**config.mk**
```make
export PLATFORM = sky130hd
export DESIGN_NAME = strobe_debouncer
export DESIGN_NICKNAME = d
export VERILOG_FILES = /design/src/rtl/strobe_debouncer.sv
export SDC_FILE = /design/constraint.sdc
export NUM_CORES = 1
export LEC_CHECK = 0
export CORE_ASPECT_RATIO = 0.8
export CORE_MARGIN = 5
export CORE_UTILIZATION = 50
export CTS_CLUSTER_DIAMETER = 60
export DETAILED_ROUTE_END_ITERATION = 16
export GPL_TIMING_DRIVEN = 0
export PLACE_DENSITY_LB_ADDON = 0.12
export SLEW_MARGIN = 20
export SYNTH_ARGS = -nofsm -noshare
export SYNTH_HDL_FRONTEND = slang
export SYNTH_SLANG_ARGS = --single-unit
```
**constraint.sdc**
```tcl
create_clock -name clk -period 7.4 [get_ports clk]
set_input_delay 1.85 -clock clk [delete_from_list [all_inputs] [get_ports clk]]
set_output_delay 1.85 -clock clk [all_outputs]
set_load 0.01 [all_outputs]
```
**src/rtl/strobe_debouncer.sv**
```systemverilog
// -----------------------------------------------------------------------------
// strobe_debouncer
//
// Debounces and qualifies one asynchronous input. The input is synchronized
// every clock, but it is only sampled when tick is HIGH. tick is normally the
// strobe of a counter_with_strobe, so the strobe period sets the sample rate.
// A change on the synchronized input is accepted only after it has been seen
// on threshold consecutive ticks. A threshold of 0 is treated as 1.
//
// Parameters:
//   WIDTH       width of the stable-sample counter and of threshold
//   SYNC_STAGES number of synchronizer flip-flops, legal range 2..4
//   INIT_LEVEL  value of dout and of every synchronizer stage during reset
//
// Ports:
//   clk       in   system clock; all state changes on the rising edge
//   rst       in   asynchronous active-low reset
//   tick      in   sample enable, one clk cycle wide
//   din       in   raw asynchronous input
//   threshold in   consecutive differing samples needed to accept a change
//   dout      out  debounced level
//   rise      out  one-cycle pulse in the cycle dout goes 0->1
//   fall      out  one-cycle pulse in the cycle dout goes 1->0
//   busy      out  HIGH while a change is being qualified
// -----------------------------------------------------------------------------
module strobe_debouncer #(
    parameter int   WIDTH       = 8,
    parameter int   SYNC_STAGES = 2,
    parameter logic INIT_LEVEL  = 1'b0
) (
    input  logic             clk,
    input  logic             rst,
    input  logic             tick,
    input  logic             din,
    input  logic [WIDTH-1:0] threshold,
    output logic             dout,
    output logic             rise,
    output logic             fall,
    output logic             busy
);

    localparam logic [0:0] IDLE    = 1'b0;
    localparam logic [0:0] QUALIFY = 1'b1;

    logic [SYNC_STAGES-1:0] r_sync;
    logic                   r_dout;
    logic                   r_rise;
    logic                   r_fall;
    logic                   r_busy;
    logic [WIDTH-1:0]       r_count;
    logic [0:0]             r_state;

    logic                   w_s;
    logic [WIDTH-1:0]       w_eff_thr;
    logic [WIDTH:0]         w_cnt_inc;
    logic                   w_reached;
    logic                   w_accept;
    logic [WIDTH-1:0]       w_count_nxt;
    logic [0:0]             w_state_nxt;

    assign w_s       = r_sync[SYNC_STAGES-1];
    assign w_eff_thr = (threshold == '0) ? {{(WIDTH-1){1'b0}}, 1'b1} : threshold;
    // One bit wider than the counter so the increment can never wrap before
    // the compare, even with the largest legal threshold.
    assign w_cnt_inc = {1'b0, r_count} + {{WIDTH{1'b0}}, 1'b1};
    // >= rather than == so that lowering threshold below the current count
    // accepts on the next differing tick instead of never matching.
    assign w_reached = (w_cnt_inc >= {1'b0, w_eff_thr});

    always_comb begin
        w_state_nxt = r_state;
        w_count_nxt = r_count;
        w_accept    = 1'b0;
        if (tick) begin
            case (r_state)
                IDLE: begin
                    if (w_s == r_dout) begin
                        w_count_nxt = '0;
                    end else if (w_eff_thr == {{(WIDTH-1){1'b0}}, 1'b1}) begin
                        w_accept = 1'b1;
                    end else begin
                        w_count_nxt = {{(WIDTH-1){1'b0}}, 1'b1};
                        w_state_nxt = QUALIFY;
                    end
                end
                QUALIFY: begin
                    if (w_s == r_dout) begin
                        // Input bounced back before qualifying.
                        w_count_nxt = '0;
                        w_state_nxt = IDLE;
                    end else if (w_reached) begin
                        w_accept = 1'b1;
                    end else begin
                        w_count_nxt = w_cnt_inc[WIDTH-1:0];
                    end
                end
                default: begin
                    w_count_nxt = '0;
                    w_state_nxt = IDLE;
                end
            endcase
            if (w_accept) begin
                w_count_nxt = '0;
                w_state_nxt = IDLE;
            end
        end
    end

    always_ff @(posedge clk or negedge rst) begin
        if (!rst) begin
            r_sync  <= {SYNC_STAGES{INIT_LEVEL}};
            r_dout  <= INIT_LEVEL;
            r_count <= '0;
            r_state <= IDLE;
            r_rise  <= 1'b0;
            r_fall  <= 1'b0;
            r_busy  <= 1'b0;
        end else begin
            r_sync  <= {r_sync[SYNC_STAGES-2:0], din};
            r_count <= w_count_nxt;
            r_state <= w_state_nxt;
            // Pulses are registered on the same edge as dout so they line up
            // with the level change and clear on the following clock.
            r_rise  <= w_accept & ~r_dout;
            r_fall  <= w_accept &  r_dout;
            r_busy  <= (w_state_nxt == QUALIFY);
            if (w_accept) begin
                r_dout <= ~r_dout;
            end
        end
    end

    assign dout = r_dout;
    assign rise = r_rise;
    assign fall = r_fall;
    assign busy = r_busy;

endmodule
```
After elaboration in Yosys (flattened, before gate mapping)
Cells that the tools add are included.

word-level totals
  register bits after elaboration = 14
  bits of input ports = 12
  word-level logic and storage cells = 37

operators by class
  add/sub/neg operators = 1
  magnitude comparators = 1
  equality and inequality tests = 4
  multiplexer cells = 19
  bitwise operators = 4
  reduce and logical (&&, ||, !) cells = 2

operators with widths
  cell                   count
  $mux W8                6
  $pmux W8 S2            1
  $mux W1                10
  $add A8 B1 Y9 const B  1
  $ge A9 B8 Y1           1
  $eq A8 B1 Y1 const B   1
  $logic_not A8 Y1       1
  $ne A4 B2 Y1 const B   1
  $ne A4 B4 Y1 const B   1
  $pmux W1 S2            2
  $reduce_and A3 Y1      1
  $and A1 B1 Y1          2
  $not A1 Y1             2
  $eq A1 B1 Y1           1

Logic depth before layout (Yosys ltp)
Gate-level depths: netlist (run 1).

  depth in word-level cells = 9
  gate-level depth with buffers = 11

Least setup slack after synthesis (run 1)
OpenSTA, ideal clock, no wires.

  kind = input to register
  start point = in threshold[4]
  end point = reg r_fall, in the netlist fall
  library setup time = 0.121 ns
  arrival time = 3.187 ns
  data required time = 7.279 ns
  path slack = 4.092 ns
  cell stages on the path = 8
  path buffers = 0
  path through = nor4_1 -> a21o_1 -> ha_1 -> nor2b_1 -> o21ai_0 -> nand4_1 -> a21oi_1 -> and4b_1

on the way
  longest elaborated chain between the ends = 9
  elaborated cells between the ends (all ways) = 12
  those cells by class = 1 x order compare; 1 x eq/ne; 8 x mux; 1 x bitwise; 1 x reduce/logical

ends and longest elaborated chain
  element                                              line    source
  start, declared                                      35      input logic [WIDTH-1:0] threshold,
  $logic_not A8 Y1                                     62      assign w_eff_thr = (threshold == '0) ? {{(WIDTH-1){1'b0}}, 1'b1} : threshold;
  $mux W8 *                                            62
  $ge A9 B8 Y1 / $eq A8 B1 Y1 (equally long branches)  68, 79
  $mux W1 (on tied branches)                           91, 79
  $mux W1 (on tied branches)                           87, 77
  $pmux W1 S2 *                                        75      case (r_state)
  $mux W1 * (2 in a row)                               74      if (tick) begin
  $and A1 B1 Y1 *                                      125     r_fall <= w_accept & r_dout;
  end signal, assigned                                 125
  end, declared                                        48      logic r_fall;

Mark *: on every way between the ends. The rest lies on a longest branch, timed or not. The select of a mux whose other input is x is not followed.
A chain may end at the register's enable or synchronous reset.

Worst setup path in the final report (run 1)
Ends and elaborated chain as after synthesis.

==> results of run 1 <==
==> registers in the layout, indices dropped and copies added (netlist names) <==
register	flops
r_state	1
dout	1
r_sync	2
fall	1
r_count	8
rise	1
==> layer usage <==
metal | global-route usage, % | up-vias | share of wire [%]
li1 | - | 367 | -
met1 | 20.2 | 344 | 44
met2 | 24.3 | 13 | 51
met3 | 6.61 | 2 | 5.2
met4 | 4.91 | 0 | 0.52
met5 | 0 | - | 0
==> cell type report <==
type	instances	share of cell area, %
repair buffers	15	12.9
clock buffers	4	3.11
inverters	23	7.40
plain buffers	1	0.322
well taps	24	2.57
flip-flops and latches	14	30.0
multi-input cells	57	43.7
==> where the power goes <==
part | internal (mW) | total [mW] | switching [mW]
clock | 0.0300 | 0.0564 | 0.0264
sequential | 0.0875 | 0.101 | 0.0136
combinational | 0.0460 | 0.0965 | 0.0505
==> logic make-up after synthesis <==
| group | count (synthesis) |
|---|---|
| buffers and inverters | 24 |
| AOI/OAI and AO/OA | 20 |
| and+or+nand+nor | 20 |
| DFF | 14 |
| adders and majority gates | 9 |
| xor gates and xnor gates | 8 |
==> cell usage in the layout, fill, tap and decap left out, drive strengths merged, types with 2 or more instances in the layout <==
cell type / count
clkbuf: 5
xnor2: 6
a21o: 3
nand2: 4
xor2: 2
dfrtp: 14
nand4: 3
nand3: 3
nor4: 2
o22ai: 9
a21oi: 3
clkdlybuf4s50: 15
ha: 9
inv: 23
==> critical path: stages <==
cell and delay (ns):
clkdlybuf4s50_1 0.42, nor4_1 0.46, a21o_1 0.17, ha_1 0.11, nor2b_1 0.04, o21ai_0 0.18, nand4_1 0.27, a21oi_1 0.31
and4b_1 0.22
==> worst min-delay path by stage <==
stage	startpoint	endpoint	depth (start not counted)
2_1_floorplan	r_sync[0]	r_sync[1]	0
3_3_place_gp	r_sync[0]	r_sync[1]	0
3_5_place_dp	r_sync[0]	r_sync[1]	0
4_1_cts	r_sync[0]	r_sync[1]	0
5_1_grt	r_sync[0]	r_sync[1]	0
6_report	r_sync[0]	r_sync[1]	0
==> results by stage, run 1 <==
Timing:
- The post-route minimum period is 3.82 ns.
- The number of slew-limit violations in the final report is 0.
- After layout, the worst path uses 51.6% of the clock period.
- The final-report hold violation count is 0.
- The post-layout worst setup margin is 3.58 ns.
- The headroom to the max-slew limit is 56.7%.
- The setup TNS is 0 ns.
- The slew at the pin with the worst max-slew slack is 0.648 ns.
- Setup violations remaining at the end of the flow were counted as 0.
- The highest attainable clock frequency is 262 MHz.
- The largest clock skew in the final design is 0.000367 ns.
- Setup repair after global routing left no endpoint under its margin.
- Across all hold checks on the routed design, the worst slack comes to 0.372 ns.

Die:
- The floorplan step set the die height to 49.0 um.
- The die area is 0.00288 mm^2.
- The number of placement rows is 14.
- The floorplan core area is 0.00184 mm^2.
- The initial core utilization is 51.7%.
- The overall die width is 58.8 um.
- The number of top-level pins is 16.

Finish:
- The multi-input combinational cells in the finished layout cover a total of 510 um^2.
- The count of nets after finishing is 136.
- After filler insertion, the fill cell instance count of the layout stands at 158.
- Of the cells placed in the final design, the portion with a size suffix greater than 1 is 17.5%.
- The post-route cell area is 0.00117 mm^2.
- The synthesis-to-finish area growth is 22.8%.
- The final standard cell utilization of the core is 63.5%.
- The number of inserted diodes is 0.
- The final cell count without fillers is 138.
- The sequential cell area is 350 um^2.

Power and ir drop:
- The design draws 254 uW.
- The peak supply drop is 0.137 mV.
- The analysis attributes to cell leakage a power of 0.569 nW.
- The cell area power density is 218 mW/mm^2.

Clock network:
- The clock tree root driver cell is clkbuf_4.
- The deepest level of the CTS H-tree is 1.
- In this run, CTS created clock tree buffers numbering 3.
- The number of post-CTS setup repair buffers is 0.
- The hold-fix buffer count after cts is 0.
- Post-CTS repair changed the size of 0 cells.
- No sink is reached through more buffers than the 2 on the longest clock path.
- CTS saw 14 sinks.
- After clock tree synthesis, the clock-pin slew on the worst setup and hold paths is 0.09 ns.
- The clock tree from TritonCTS is done.
- The insertion delay to the later sink of the worst-skew pair is 0.28 ns.

Synthesis:
- The mux cell area share after synthesis is 0%.
- The synthesized netlist devotes 19.6% of its cell area to compound gates.
- During synthesis, Yosys emitted a total of 0 warnings.
- In the post-synthesis netlist, the biggest area contributors are dfrtp_1 (37%), ha_1 (12%), o22ai_2 (9.2%).
- After synthesis, the mean cell area works out to 10.0 um^2.
- Of the total synthesized cell area, the portion taken by full adders, half adders and majority gates is 11.8%.
- For this run, the register share of the synthesized area comes to 36.8%.
- Yosys mapped the design onto 30 distinct sky130hd cell types.
- The largest total area in the synthesized netlist belongs to dfrtp_1.
- The most used flip-flop cell after synthesis is dfrtp_1.
- The xor-xnor portion of the synthesized cell area is 7.37%.
- After synthesis, the share of flip-flops with an asynchronous set or reset is 100%.
- The synthesized netlist devotes 14.9% of its cell area to simple gates.
- Ranked by instance count, the synthesized netlist is headed by inv_1 (23), dfrtp_1 (14), ha_1 (9).
- Counting flops with a built-in enable in the synthesized netlist gives 0.
- The count of mapped cells out of synthesis is 95.
- The most common cell in the synthesized netlist is inv_1.
- The net count of the mapped netlist is 116.
- Summing every instance area after synthesis gives 951 um^2.
- The share of the synthesized area in the top cell type is 36.8%.
- Synthesis inferred 14 register bits.
- The main combinational cell family by area after synthesis is compound AO/OA/AOI/OAI gates.

Route:
- The residual antenna-violating net count after detailed routing is 0.
- The routed wire length is 1940 um.
- The detailed-route vias per instance is 5.26.
- For this run, design rule violations remaining after detail routing come to 0.
- The DRC marker count from the first detailed-route iteration is 11.
- The routed layout has 726 vias.
- After detailed routing, the average wire length per cell comes to 14.1 um.
- The first detailed-routing pass took 4 iterations.

Global route:
- The initial antenna violation count is 0.
- Entering global routing, the biggest net connects 15 pins.
- The total congestion overflow is 0.
- The total global routing track utilization is 15.9%.
- The first-pass GRT wire length is 3480 um.
- The number of global-route vias before repair came to 759.

Placed design:
- The final weighted congestion in routability-driven placement is 0.749.
- After legalization and detailed placement, the total HPWL measured 1540 um.
- The cell area after placement is 0.00113 mm^2.
- The quantity of I/O buffers inserted on ports is 15.
- The total placed cells including tap cells is 134.
- The worst slack at placement is 3.30 ns.

Worst setup path:
- The number of cells on the worst reg-to-reg path is 11.
- The type of destination of the critical path is a register.
- The category of the most critical setup path is input pin to register.
- For flop-to-flop paths, the worst setup slack is 4.56 ns.
- STA classifies the critical path startpoint as an input pin.
- Of all nets on the critical path, the largest fanout is 3.
- STA puts the critical path data required time at 7.63 ns.
- The end of the worst register-to-register path is r_count[1].
- The end of the critical path is fall.
- The worst setup path startpoint is threshold[4].
- The critical register-to-register path startpoint is r_count[0].
- The data arrival time of the worst path is 4.05 ns.

Run:
- The max capacitance violation total is 0.

Run status:
- The run finished with clean final reports.

Worst hold path:
- In this run the worst hold path is classified as register to register.
(Power assumes the default switching activity.)
==> run 2, diff against run 1 <==
- CORE_UTILIZATION: 50 -> 46
- clock period: 7.4 -> 3.1 ns (I/O delays scaled with it)
==> results by stage, run 2 (synthesis gave the netlist of run 1 again) <==
Run status:
- The run finished with clean final reports.

Placed design:
- The detailed-placement wirelength estimate came to 1400 um (-8.7%).
- The final weighted congestion in routability-driven placement is 0.811 (+8.2%).
- The total placed cells including tap cells is 134 (unchanged).
- The quantity of I/O buffers inserted on ports is 15 (unchanged).

Clock network:
- The number of post-CTS setup repair buffers is 0 (unchanged).
- The clock-pin slew of the registers on the worst-case setup and hold paths is 0.09 ns (about the same).
- The maximum root-to-sink buffer count was 2 (unchanged).
- The CTS sink count was 14 (unchanged).
- The deepest level of the CTS H-tree was 1 (unchanged).
- The number of gates resized after cts is 0 (unchanged).
- The total CTS buffers came to 3 (unchanged).
- In this run the clock root is driven by a clkbuf_4.
- The hold-fix buffer count after cts is 0 (unchanged).
- TritonCTS built the clock tree.
- The insertion delay to the later sink of the worst-skew pair is 0.28 ns (about the same).

Finish:
- The sequential cell area is 350 um^2 (unchanged).
- In the layout the commonest cells are inv_1 (23), clkdlybuf4s50_1 (15), dfrtp_1 (14).
- The final cell count without fillers is 138 (unchanged).
- The multi-input combinational cell area was 510 um^2 (unchanged).
- The register with the most flip-flops in the final layout is r_count.
- The largest registers in the layout are r_count x8, r_sync x2.
- The flip-flop count of the largest register after layout is 8 (unchanged).
- The leading cell type in the layout, fill and taps excluded is inv_1.
- The number of inserted diodes came to 0 (unchanged).
- The number of filler instances in the final layout is 178 (+13%).
- The synthesis-to-finish area growth came to 22.8% (unchanged).
- The share of final-layout standard cells stronger than drive strength 1 is 17.5% (unchanged).
- The count of nets after finishing is 136 (unchanged).

Route:
- The routed wire length came to 1770 um (-8.6%).
- The detailed-route DRC error count is 0 (unchanged).
- The detailed-router iteration count before antenna repair is 4 (unchanged).
- The detailed-route vias per instance is 5.22 (-0.83%).
- The residual antenna-violating net count after detailed routing was 0 (unchanged).
- The average wire per standard cell is 12.8 um (-8.6%).
- The DRC marker count from the first detailed-route iteration is 19 (+8).
- The routed via count came to 720 (-0.83%).

Worst setup path:
- The worst setup path startpoint is threshold[4].
- The required time of the critical path is 3.33 ns (-4.30 ns).
- The data arrival time of the worst path came to 2.97 ns (-1.08 ns).
- The worst setup path is launched from an input pin.
- The worst-case register-to-register setup slack is 0.37 ns (-4.19 ns).
- The highest net fanout along the worst path is 3 (unchanged).
- The type of destination of the critical path is a register.
- The category of the most critical setup path is input pin to register.
- The end of the worst register-to-register path is fall.
- The end of the critical path is fall.
- The number of cells on the worst reg-to-reg path came to 11 (unchanged).
- The critical register-to-register path startpoint is r_count[0].

Timing:
- The share of the clock period used by the worst path after layout is 88.4%.
- The number of slew-limit violations in the final report is 0 (unchanged).
- The headroom to the max-slew limit is 58.6% (+2.0 points).
- For this run, the top clock speed supported by timing is 365 MHz.
- The setup TNS is 0 ns (unchanged).
- Setup repair after global routing left no endpoint under its margin.
- The largest clock skew in the final design is 0.00262 ns (+0.00225 ns).
- The final setup violation count is 0 (unchanged).
- The slew at the pin with the worst max-slew slack is 0.619 ns (-0.0292 ns).
- The final-report hold violation count is 0 (unchanged).
- The post-route minimum period is 2.74 ns.

Global route:
- The total global routing track utilization was 14.2% (-1.7 points).
- The total congestion overflow is 0 (unchanged).
- The number of global-route vias before repair was 710 (-6.5%).
- The first-pass GRT wire length is 3200 um (-7.9%).
- The initial antenna violation count is 0 (unchanged).
- The maximum number of pins on one net before global-route repair is 15 (unchanged).

Die:
- The floorplan core area is 0.00193 mm^2 (+4.8%).
- The number of top-level pins was 16 (unchanged).
- The overall die width is 60.8 um (+3.5%).
- The initial core utilization is 49.4% (-2.4 points).
- The number of placement rows is 14 (unchanged).
- The vertical extent of the die is 50.7 um (+3.4%).
- The die area is 0.00308 mm^2 (+7.0%).

Power and ir drop:
- The leakage power of the design was 0.569 nW (unchanged).
- The peak supply drop is 0.277 mV (+100%).
- The cell area power density is 514 mW/mm^2 (+140%).

Worst hold path:
- The depth of the worst hold-timing path is 0 (unchanged).
- In this run the worst hold path is classified as register to register.

Run:
- The max capacitance violation total is 0 (unchanged).
[run 2: cell counts in the layout (fill, tap and decap cells not counted)]
No cell type changed its count.
[run 2: power by group]
part / internal [mW] / switching, mW
Combinational: 0.110 / 0.116
Sequential: 0.209 / 0.0316
Clock: 0.0715 / 0.0621
[run 2: stage by stage]
stage / area, um^2 / util (%) / hold slack (ns) / setup slack (ns) / power (mW)
floorplan: 951 / - / 0.331 / 0.606 / 0.387
global placement: 1130 / 58.7 / 0.346 / 0.0932 / 0.465
detailed placement: 1130 / 58.7 / 0.340 / 0.0732 / 0.472
CTS: 1170 / 60.6 / 0.367 / 0.339 / 0.609
global route: 1170 / 60.6 / 0.378 / 0.108 / 0.642
finish: 1170 / 60.6 / 0.363 / 0.360 / 0.600
[run 2: critical path, cell delays in order]
cell and delay, ns:
clkdlybuf4s50_1 0.42, nor4_1 0.46, a21o_1 0.18, ha_1 0.12, nor2b_1 0.04, o21ai_0 0.17
nand4_1 0.25, a21oi_1 0.33, and4b_1 0.23
[run 2: final cells by class]
cell class	instances	share of cell area, %
multi-input combinational	57	43.7
sequential	14	30.0
timing repair buffer	15	12.9
tap	24	2.57
buffer	1	0.322
clock buffer	4	3.11
inverter	23	7.40
[run 2: metal layers]
layer,up-vias,track usage [%],wire [um]
met3,5,4.87,101
met2,13,21.0,838
met5,-,0,0
li1,366,-,-
met4,0,5.78,26
met1,336,18.7,807
[run 2: worst min path at each step]
stage / startpoint / end / slack, ns
CTS: r_sync[0] / r_sync[1] / 0.37
global placement: r_sync[0] / r_sync[1] / 0.35
detailed placement: r_sync[0] / r_sync[1] / 0.34
floorplan: r_sync[0] / r_sync[1] / 0.33
finish: r_sync[0] / r_sync[1] / 0.36
global route: r_sync[0] / r_sync[1] / 0.38
==> run 3, diff against run 2 <==
- CORE_UTILIZATION: 46 -> 50
- clock period: 3.1 -> 3.35 ns (I/O delays scaled with it)
==> results of run 3 <==
Same layout as run 1 (identical final DEF). Status: complete, no violations.
Among the figures that moved: setup slack after placement 3.30 ns -> 0.264 ns; setup slack after layout 3.58 ns -> 0.508 ns; start point of the critical path threshold[4] -> r_count[0]; end point of the critical path fall -> r_count[1]; register-to-register setup slack 4.56 ns -> 0.51 ns; total power 0.254 mW -> 0.561 mW; worst IR drop on VDD 0.137 mV -> 0.302 mV
